==> config.mk <==
export PLATFORM = sky130hd
export DESIGN_NAME = regfile_wr_arb
export DESIGN_NICKNAME = d
export VERILOG_FILES = /design/src/rtl/regfile_wr_arb.sv
export SDC_FILE = /design/constraint.sdc
export NUM_CORES = 1
export LEC_CHECK = 0
export ABC_CLOCK_PERIOD_IN_PS = 9300
export BUFFER_PORTS_ARGS = -buffer_cell sky130_fd_sc_hd__buf_4
export CELL_PAD_IN_SITES_DETAIL_PLACEMENT = 1
export CELL_PAD_IN_SITES_GLOBAL_PLACEMENT = 2
export CORE_MARGIN = 3
export CORE_UTILIZATION = 30
export CTS_CLUSTER_SIZE = 24
export DETAILED_ROUTE_END_ITERATION = 8
export HOLD_SLACK_MARGIN = 0.12
export PLACE_DENSITY = 0.91
export RECOVER_POWER = 100
export SLEW_MARGIN = 20
export SYNTH_ARGS = -nofsm -noshare
export SYNTH_HDL_FRONTEND = slang
export SYNTH_SLANG_ARGS = --single-unit
==> constraint.sdc <==
create_clock -name clk -period 9.3 [get_ports clk]
set_clock_uncertainty 0.1 [all_clocks]
set_input_delay 1.86 -clock clk [delete_from_list [all_inputs] [get_ports clk]]
set_output_delay 1.86 -clock clk [all_outputs]
set_load 0.02 [all_outputs]
==> src/rtl/regfile_wr_arb.sv <==
// regfile_wr_arb: round-robin arbiter granting up to two register-file writes per cycle,
// guarding r28/r31 against collisions with the core's own status/PC writes.
module regfile_wr_arb #(
  parameter int NREQ = 4,
  parameter int addrsize = 5
) (
  input  logic                       clk,
  input  logic                       rst,
  input  logic [NREQ-1:0]            req_valid,
  input  logic [NREQ*addrsize-1:0]   req_addr,
  input  logic [NREQ*32-1:0]         req_data,
  output logic [NREQ-1:0]            req_ready,
  input  logic                       st_next,
  input  logic                       pc_next,
  output logic [addrsize-1:0]        wa0,
  output logic [addrsize-1:0]        wa1,
  output logic [31:0]                wd0,
  output logic [31:0]                wd1,
  output logic [1:0]                 write,
  output logic [$clog2(NREQ)-1:0]    rr_ptr
);
  localparam int PW = $clog2(NREQ);
  logic [NREQ-1:0]     elig;
  logic [NREQ-1:0]     grant;
  logic                found_a;
  logic                found_b;
  logic [PW-1:0]       idx_a;
  logic [PW-1:0]       idx_b;
  logic [PW-1:0]       last;
  logic [PW-1:0]       ptr_next;
  logic [addrsize-1:0] addr_a;
  logic [addrsize-1:0] addr_b;
  logic [31:0]         data_a;
  logic [31:0]         data_b;
  always_comb begin
    elig = '0;
    for (int i = 0; i < NREQ; i++)
      elig[i] = req_valid[i]
        && !(st_next && req_addr[i*addrsize +: addrsize] == addrsize'(28))
        && !(pc_next && req_addr[i*addrsize +: addrsize] == addrsize'(31));
  end
  // B skips any eligible requester aiming at A's register, so one register never takes two writes.
  always_comb begin
    int j;
    j = 0;
    found_a = 1'b0;
    found_b = 1'b0;
    idx_a = '0;
    idx_b = '0;
    for (int k = 0; k < NREQ; k++) begin
      j = int'(rr_ptr) + k;
      if (j >= NREQ) j = j - NREQ;
      if (elig[j]) begin
        if (!found_a) begin
          found_a = 1'b1;
          idx_a = PW'(j);
        end else if (!found_b && req_addr[j*addrsize +: addrsize] != req_addr[int'(idx_a)*addrsize +: addrsize]) begin
          found_b = 1'b1;
          idx_b = PW'(j);
        end
      end
    end
  end
  always_comb begin
    grant = '0;
    if (found_a) grant[idx_a] = 1'b1;
    if (found_b) grant[idx_b] = 1'b1;
  end
  assign req_ready = rst ? grant : '0;
  assign addr_a = req_addr[int'(idx_a)*addrsize +: addrsize];
  assign addr_b = req_addr[int'(idx_b)*addrsize +: addrsize];
  assign data_a = req_data[int'(idx_a)*32 +: 32];
  assign data_b = req_data[int'(idx_b)*32 +: 32];
  assign last = found_b ? idx_b : idx_a;
  assign ptr_next = (last == PW'(NREQ-1)) ? '0 : last + 1'b1;
  always_ff @(posedge clk or negedge rst) begin
    if (!rst) begin
      write  <= '0;
      wa0    <= '0;
      wa1    <= '0;
      wd0    <= '0;
      wd1    <= '0;
      rr_ptr <= '0;
    end else begin
      write <= {found_b, found_a};
      if (found_a) begin
        wa0    <= addr_a;
        wd0    <= data_a;
        rr_ptr <= ptr_next;
      end
      if (found_b) begin
        wa1 <= addr_b;
        wd1 <= data_b;
      end
    end
  end
endmodule

# ---- Yosys cells after proc, flatten, opt, wreduce, memory -nomap -nowiden
# Cells that the tools add are included.
dict set report op_classes {
  div 0
  n_lt_le_gt_ge 12
  n_shift 10
  add_sub_neg 8
  mux 54
  reduce_logical 30
  bitwise_logic 1
  n_mul 8
  n_eq_ne 12
}
# operator count
set op_table {}
lappend op_table {{variable part select 128 x 8 -> 32 bit} 2}
lappend op_table {{less-than comparator 32 x 4 -> 1 bit (second input constant)} 4}
lappend op_table {{two-way mux 32 bit} 4}
lappend op_table {{variable part select 20 x 6 -> 5 bit} 5}
lappend op_table {{multiplier 32 x 4 -> 32 bit (second input constant)} 3}
lappend op_table {{variable part select 20 x 32 -> 5 bit} 3}
lappend op_table {{== test 5 bit (second input constant)} 8}
lappend op_table {{two-way mux 2 bit} 18}
lappend op_table {{multiplier 2 x 3 -> 5 bit (second input constant)} 5}
lappend op_table {{two-way mux 1 bit} 23}
lappend op_table {{logical AND 1 bit} 20}
lappend op_table {{!= test 5 bit} 3}
lappend op_table {{two-way mux 4 bit} 3}
lappend op_table {{subtractor 3 x 3 -> 4 bit (second input constant)} 3}
lappend op_table {{zero test 1 bit} 10}
lappend op_table {{>= comparator 3 bit (second input constant)} 3}
lappend op_table {{binary-select mux 1 bit (select 2 bit)} 4}
lappend op_table {{adder 2 x 2 -> 3 bit (second input constant)} 2}
lappend op_table {{less-than comparator 2 x 3 -> 1 bit (second input constant)} 2}
lappend op_table {{demux 1 bit (select 2 bit)} 2}
lappend op_table {{>= comparator 2 x 1 -> 1 bit (second input constant)} 2}
lappend op_table {{bitwise OR 4 bit} 1}
lappend op_table {{subtractor 2 x 3 -> 4 bit (second input constant)} 1}
lappend op_table {{adder 2 x 1 -> 3 bit (second input constant)} 1}
lappend op_table {{3 further kinds} 3}
dict set report totals {
  out_inout_bits 82
  romBits 0
  memories 0
  mem_bits_rw 0
  latch_bits 0
  word_cells 141
  ff_bits 78
  input_bits 156
}

# ---- Longest topological paths before layout
dict set report depth {
  depth_word 32
  depth_mapped 26
  mapped_depth_nobuf 20
}

# ---- Least setup slack after synthesis
# OpenSTA, ideal clock, no wires.
dict set report synth_path {
  path_kind {input to output}
  from {input port req_addr[10]}
  to {output port req_ready[0]}
  required_time_ps 7340
  n_path_buf 3
  slack_ps 1021
  stages 20
  arrival_ps 6319
  path_cell_list {buf_2 nor3b_1 o2111ai_1 and2_2 a31oi_4 nand2_1 ha_1 clkbuf_1 inv_1 a2111oi_0 or4b_1 nor2_1 a2111oi_0 or3_1 a22o_1 nor4_2 o211ai_2 nor3_4 buf_2 o21a_1}
}
dict set report synth_via {
  elab_chain_len 32
  elab_cells_between_ends 79
  classes_between {mul (3); order compare (4); eq/ne (5); shift (6); mux (48); bitwise (1); reduce/logical (12)}
}
# element line
set synth_lines {}
lappend synth_lines {{start, declared} 10} ;# input logic [NREQ*addrsize-1:0] req_addr,
lappend synth_lines {{== test 5 bit} 39} ;# && !(st_next && req_addr[i*addrsize +: addrsize] == addrsize'(28))
lappend synth_lines {{logical AND 1 bit} 39}
lappend synth_lines {{zero test 1 bit} 39}
lappend synth_lines {{logical AND 1 bit} 39}
lappend synth_lines {{logical AND 1 bit} 40} ;# && !(pc_next && req_addr[i*addrsize +: addrsize] == addrsize'(31));
lappend synth_lines {{binary-select mux 1 bit (select 2 bit)} 53} ;# if (elig[j]) begin
lappend synth_lines {{two-way mux 1 bit (not written as such) (2 in a row)} 53}
lappend synth_lines {{two-way mux 2 bit} 53}
lappend synth_lines {{[15 not listed]} n/a}
lappend synth_lines {{two-way mux 2 bit} 53}
lappend synth_lines {{less-than comparator 2 x 3 -> 1 bit (not written as such) or >= comparator 2 x 1 -> 1 bit (tied branches)} 67} ;# if (found_b) grant[idx_b] = 1'b1;
lappend synth_lines {{logical AND 1 bit (not written as such)} 67}
lappend synth_lines {{two-way mux 1 bit (not written as such)} 67}
lappend synth_lines {{demux 1 bit (select 2 bit)} 67}
lappend synth_lines {{bitwise OR 4 bit (no line)} n/a}
lappend synth_lines {{two-way mux 4 bit *} 67}
lappend synth_lines {{two-way mux 4 bit *} 69} ;# assign req_ready = rst ? grant : '0;
lappend synth_lines {{end, declared} 12} ;# output logic [NREQ-1:0] req_ready,
# Every way passes the cells marked *; elsewhere a longest branch is shown, timed or not. The select of a mux whose other input is x is not followed.

# ---- Worst setup path after layout
dict set report layout_path {
  from {input port req_addr[5]}
  to {output port req_ready[3]}
}
# Same word-level chain as after synthesis.

==> results.tsv <==
metric	value	unit
Most used DFF post-synth	dfrtp_1	
hold depth	2	
Post-Synthesis Cell Area	8290	um2
Sink Count	78	
Reg2Reg Depth	21	
Placement Setup Slack	0.486	ns
standard-cell rows	60	
DR vias	9460	
CTS H-tree depth	3	
RSZ-0062 raised after global routing	false	
CTS Hold Buffers Added	0	
fin. max-slew vios	166	
Fillers	3377	
I/O pin cnt	238	
worst path required time	7.34	ns
Multi-input gate area	5820	um2
Root Driver	clkbuf_16	
DR vias/cell	5.86	
Mapped Nets	1268	
die area	29700	um2
routed len/inst	23.7	um
Max-slew headroom	-82.4	%
placed cell area	10300	um2
initial core utilization	30.7	%
reg2reg end	rr_ptr[1]$_DFFE_PN0N_	
Max Cap Viol	3	
Worst Path Arrival	6.88	ns
asr flop ratio synth	100	%
FF+latch count, synth	78	
Mapped Cells	1098	
Critical Path End Type	primary output	
global-route wire length before repair	58.3	mm
Final min period	8.84	ns
endpoints failing setup	0	
grt total ovfl	0	
reg2reg start	rr_ptr[0]$_DFFE_PN0N_	
Pre-antenna DRT Iters	5	
clock latency on the worst-skew pair	0.34	ns
Setup TNS	0	ns
outcome	finished with violations	
Ys Warns	0	
post_cts resized	0	
antenna-violating nets left	0	
Post-Route WL	38.2	mm
vias in the first global route	9857	
DRT iter0 DRCs	616	
Hold Path Class	register to register	
TritonCTS buffer count	9	
HPWL after DPL	27.5	mm
initial antenna violation count	0	
Final Hold Viols	0	
Syn-to-layout area delta	23.3	%
PortBufs	237	
largest net degree at the start of global routing	78	
Residual DRC	0	
die extent in y	172	um
die span in x	172	um
postcts setup bufs	0	
FF/Latch Area	1950	um2
Hold Crit Start	wd0[28]$_DFFE_PN0N_	
sequential-to-total area share from yosys stat	23.5	%
CTS tree	done	
CTS max path bufs	2	
Tot GR Track Use	25.4	%
worst setup margin	0.463	ns
FMAX	0.113	GHz
Post-synth EDFFs	0	
Syn Area/Cell	7.55	um2
placer's final routability congestion estimate	0.956	
peak fanout along the critical path	18	
core region area	27000	um2
failing checks	max-capacitance violations, max-slew violations	
share of cells above drive strength 1	19.8	%
Netlist cell types	88	
crit path launch type	input port	
nets	1437	
Setup CP Type	input port to primary output	
Crit. Startpoint	req_addr[5]	
post-route cell area	10200	um2
fin crit share	95.0	%
Worst R2R Setup Slack	1.40	ns
Least-Margin Pin Slew	2.74	ns
Hold Crit Endpoint	wd0[28]$_DFFE_PN0N_	
clk slew on worst S/H paths	0.06	ns
## cell families after synthesis
logic type               share of synthesized area [%]
AND/OR/NAND/NOR                                   24.5
AO/OA/AOI/OAI                                     26.2
buffers and inverters                             6.49
multiplexers                                      15.7
flip-flops                                        23.5
adder cells (fa/ha/maj)                           2.20
XOR/XNOR                                          1.37
## stage by stage
| stage | std cells | hold slack (ns) | util [%] |
|---|---|---|---|
| after floorplan | 1098 | 0.490 | - |
| after global placement | 1597 | 0.363 | 37.9 |
| after detailed placement | 1597 | 0.372 | 37.9 |
| after CTS | 1613 | 0.387 | 39.0 |
| after global routing | 1613 | 0.407 | 37.8 |
| final | 1614 | 0.378 | 37.8 |
## synthesized netlist by cell type (all sizes together), types with 5 or more instances
library cell	count	area share (%)
inv	27	1.2
nand2b	11	0.83
mux4	25	6.8
a21oi	33	2.1
o221ai	5	0.53
o22ai	10	0.83
nor3	8	0.62
o32ai	7	0.83
a22oi	6	0.54
clkbuf	61	2.8
buf	38	2.4
dfrtp	78	24
nor2	74	3.4
and2	8	0.65
nand3	53	3.2
ha	13	2.0
a211o	37	3.9
nor2b	10	0.75
nand2	258	12
a2111oi	5	0.62
o21ai	109	6.6
mux2	8	1.1
nand4	5	0.38
mux2i	63	7.8
a22o	37	3.9
a31oi	6	0.63
o21a	6	0.54
xnor2	9	0.95
and3	10	0.75
o211ai	12	1.1
## metal layers
metal  share of wire, %  vias to the layer above  wire length, um  GRT usage [%]
met2                 48                      381            18400           43.1
li1                   -                     4309                -              -
met3                8.0                       77             3040           7.06
met4                3.5                        0             1340           8.50
met1                 40                     4693            15400           31.2
met5                  0                        -                0              0
## worst max-delay path: stages
cell,delay [ns]
buf_4,0.18
and3_1,0.22
o2111a_1,0.27
nor4_1,0.33
nor2_1,0.20
nand2_1,0.20
ha_1,0.19
inv_1,0.10
a2111oi_0,0.60
or4b_1,0.28
nor2_1,0.06
a2111oi_0,0.45
o21ai_0,0.17
a22o_1,0.26
nor4_2,0.52
o21a_2,0.26
buf_4,0.27
o22ai_1,0.11
and2_0,0.19
buf_4,0.16
## worst max-delay path by stage
stage	to	slack [ns]	cells past startpoint
floorplan	req_ready[0]	1.02	20
global placement	req_ready[3]	0.71	20
detailed placement	req_ready[3]	0.49	20
CTS	req_ready[3]	0.46	20
global route	req_ready[3]	0.03	20
finish	req_ready[3]	0.46	20
## registers in the layout, summed over array words and instances, names as in the netlist
name / flops
wd0: 32
wd1: 32
wa0: 5
wa1: 5
rr_ptr: 2
write: 2
## area by class of cell
class,count,share of cell area [%]
multi-input combinational,893,56.9
tap,341,4.17
antenna,1,0.0245
clock buffer,12,2.51
sequential,78,19.1
clock inverter,4,0.281
timing repair buffer,257,15.9
inverter,28,1.03
## cell usage in the layout, fill, tap and decap left out, drive strengths merged, types with 9 or more instances in the layout
cell type  synthesis  final
nand2            258    258
buf               38    177
o21ai            109    109
clkbuf            61     92
dfrtp             78     78
nor2              74     74
mux2i             63     63
nand3             53     53
a22o              37     37
a211o             37     37
a21oi             33     33
inv               27     28
mux4              25     25
ha                13     13
o211ai            12     12
nand2b            11     11
nor2b             10     10
and3              10     10
o22ai             10     10
xnor2              9      9
Power is not shown: default switching activity piles up to over one toggle a cycle in this logic, so the estimate is an artifact.
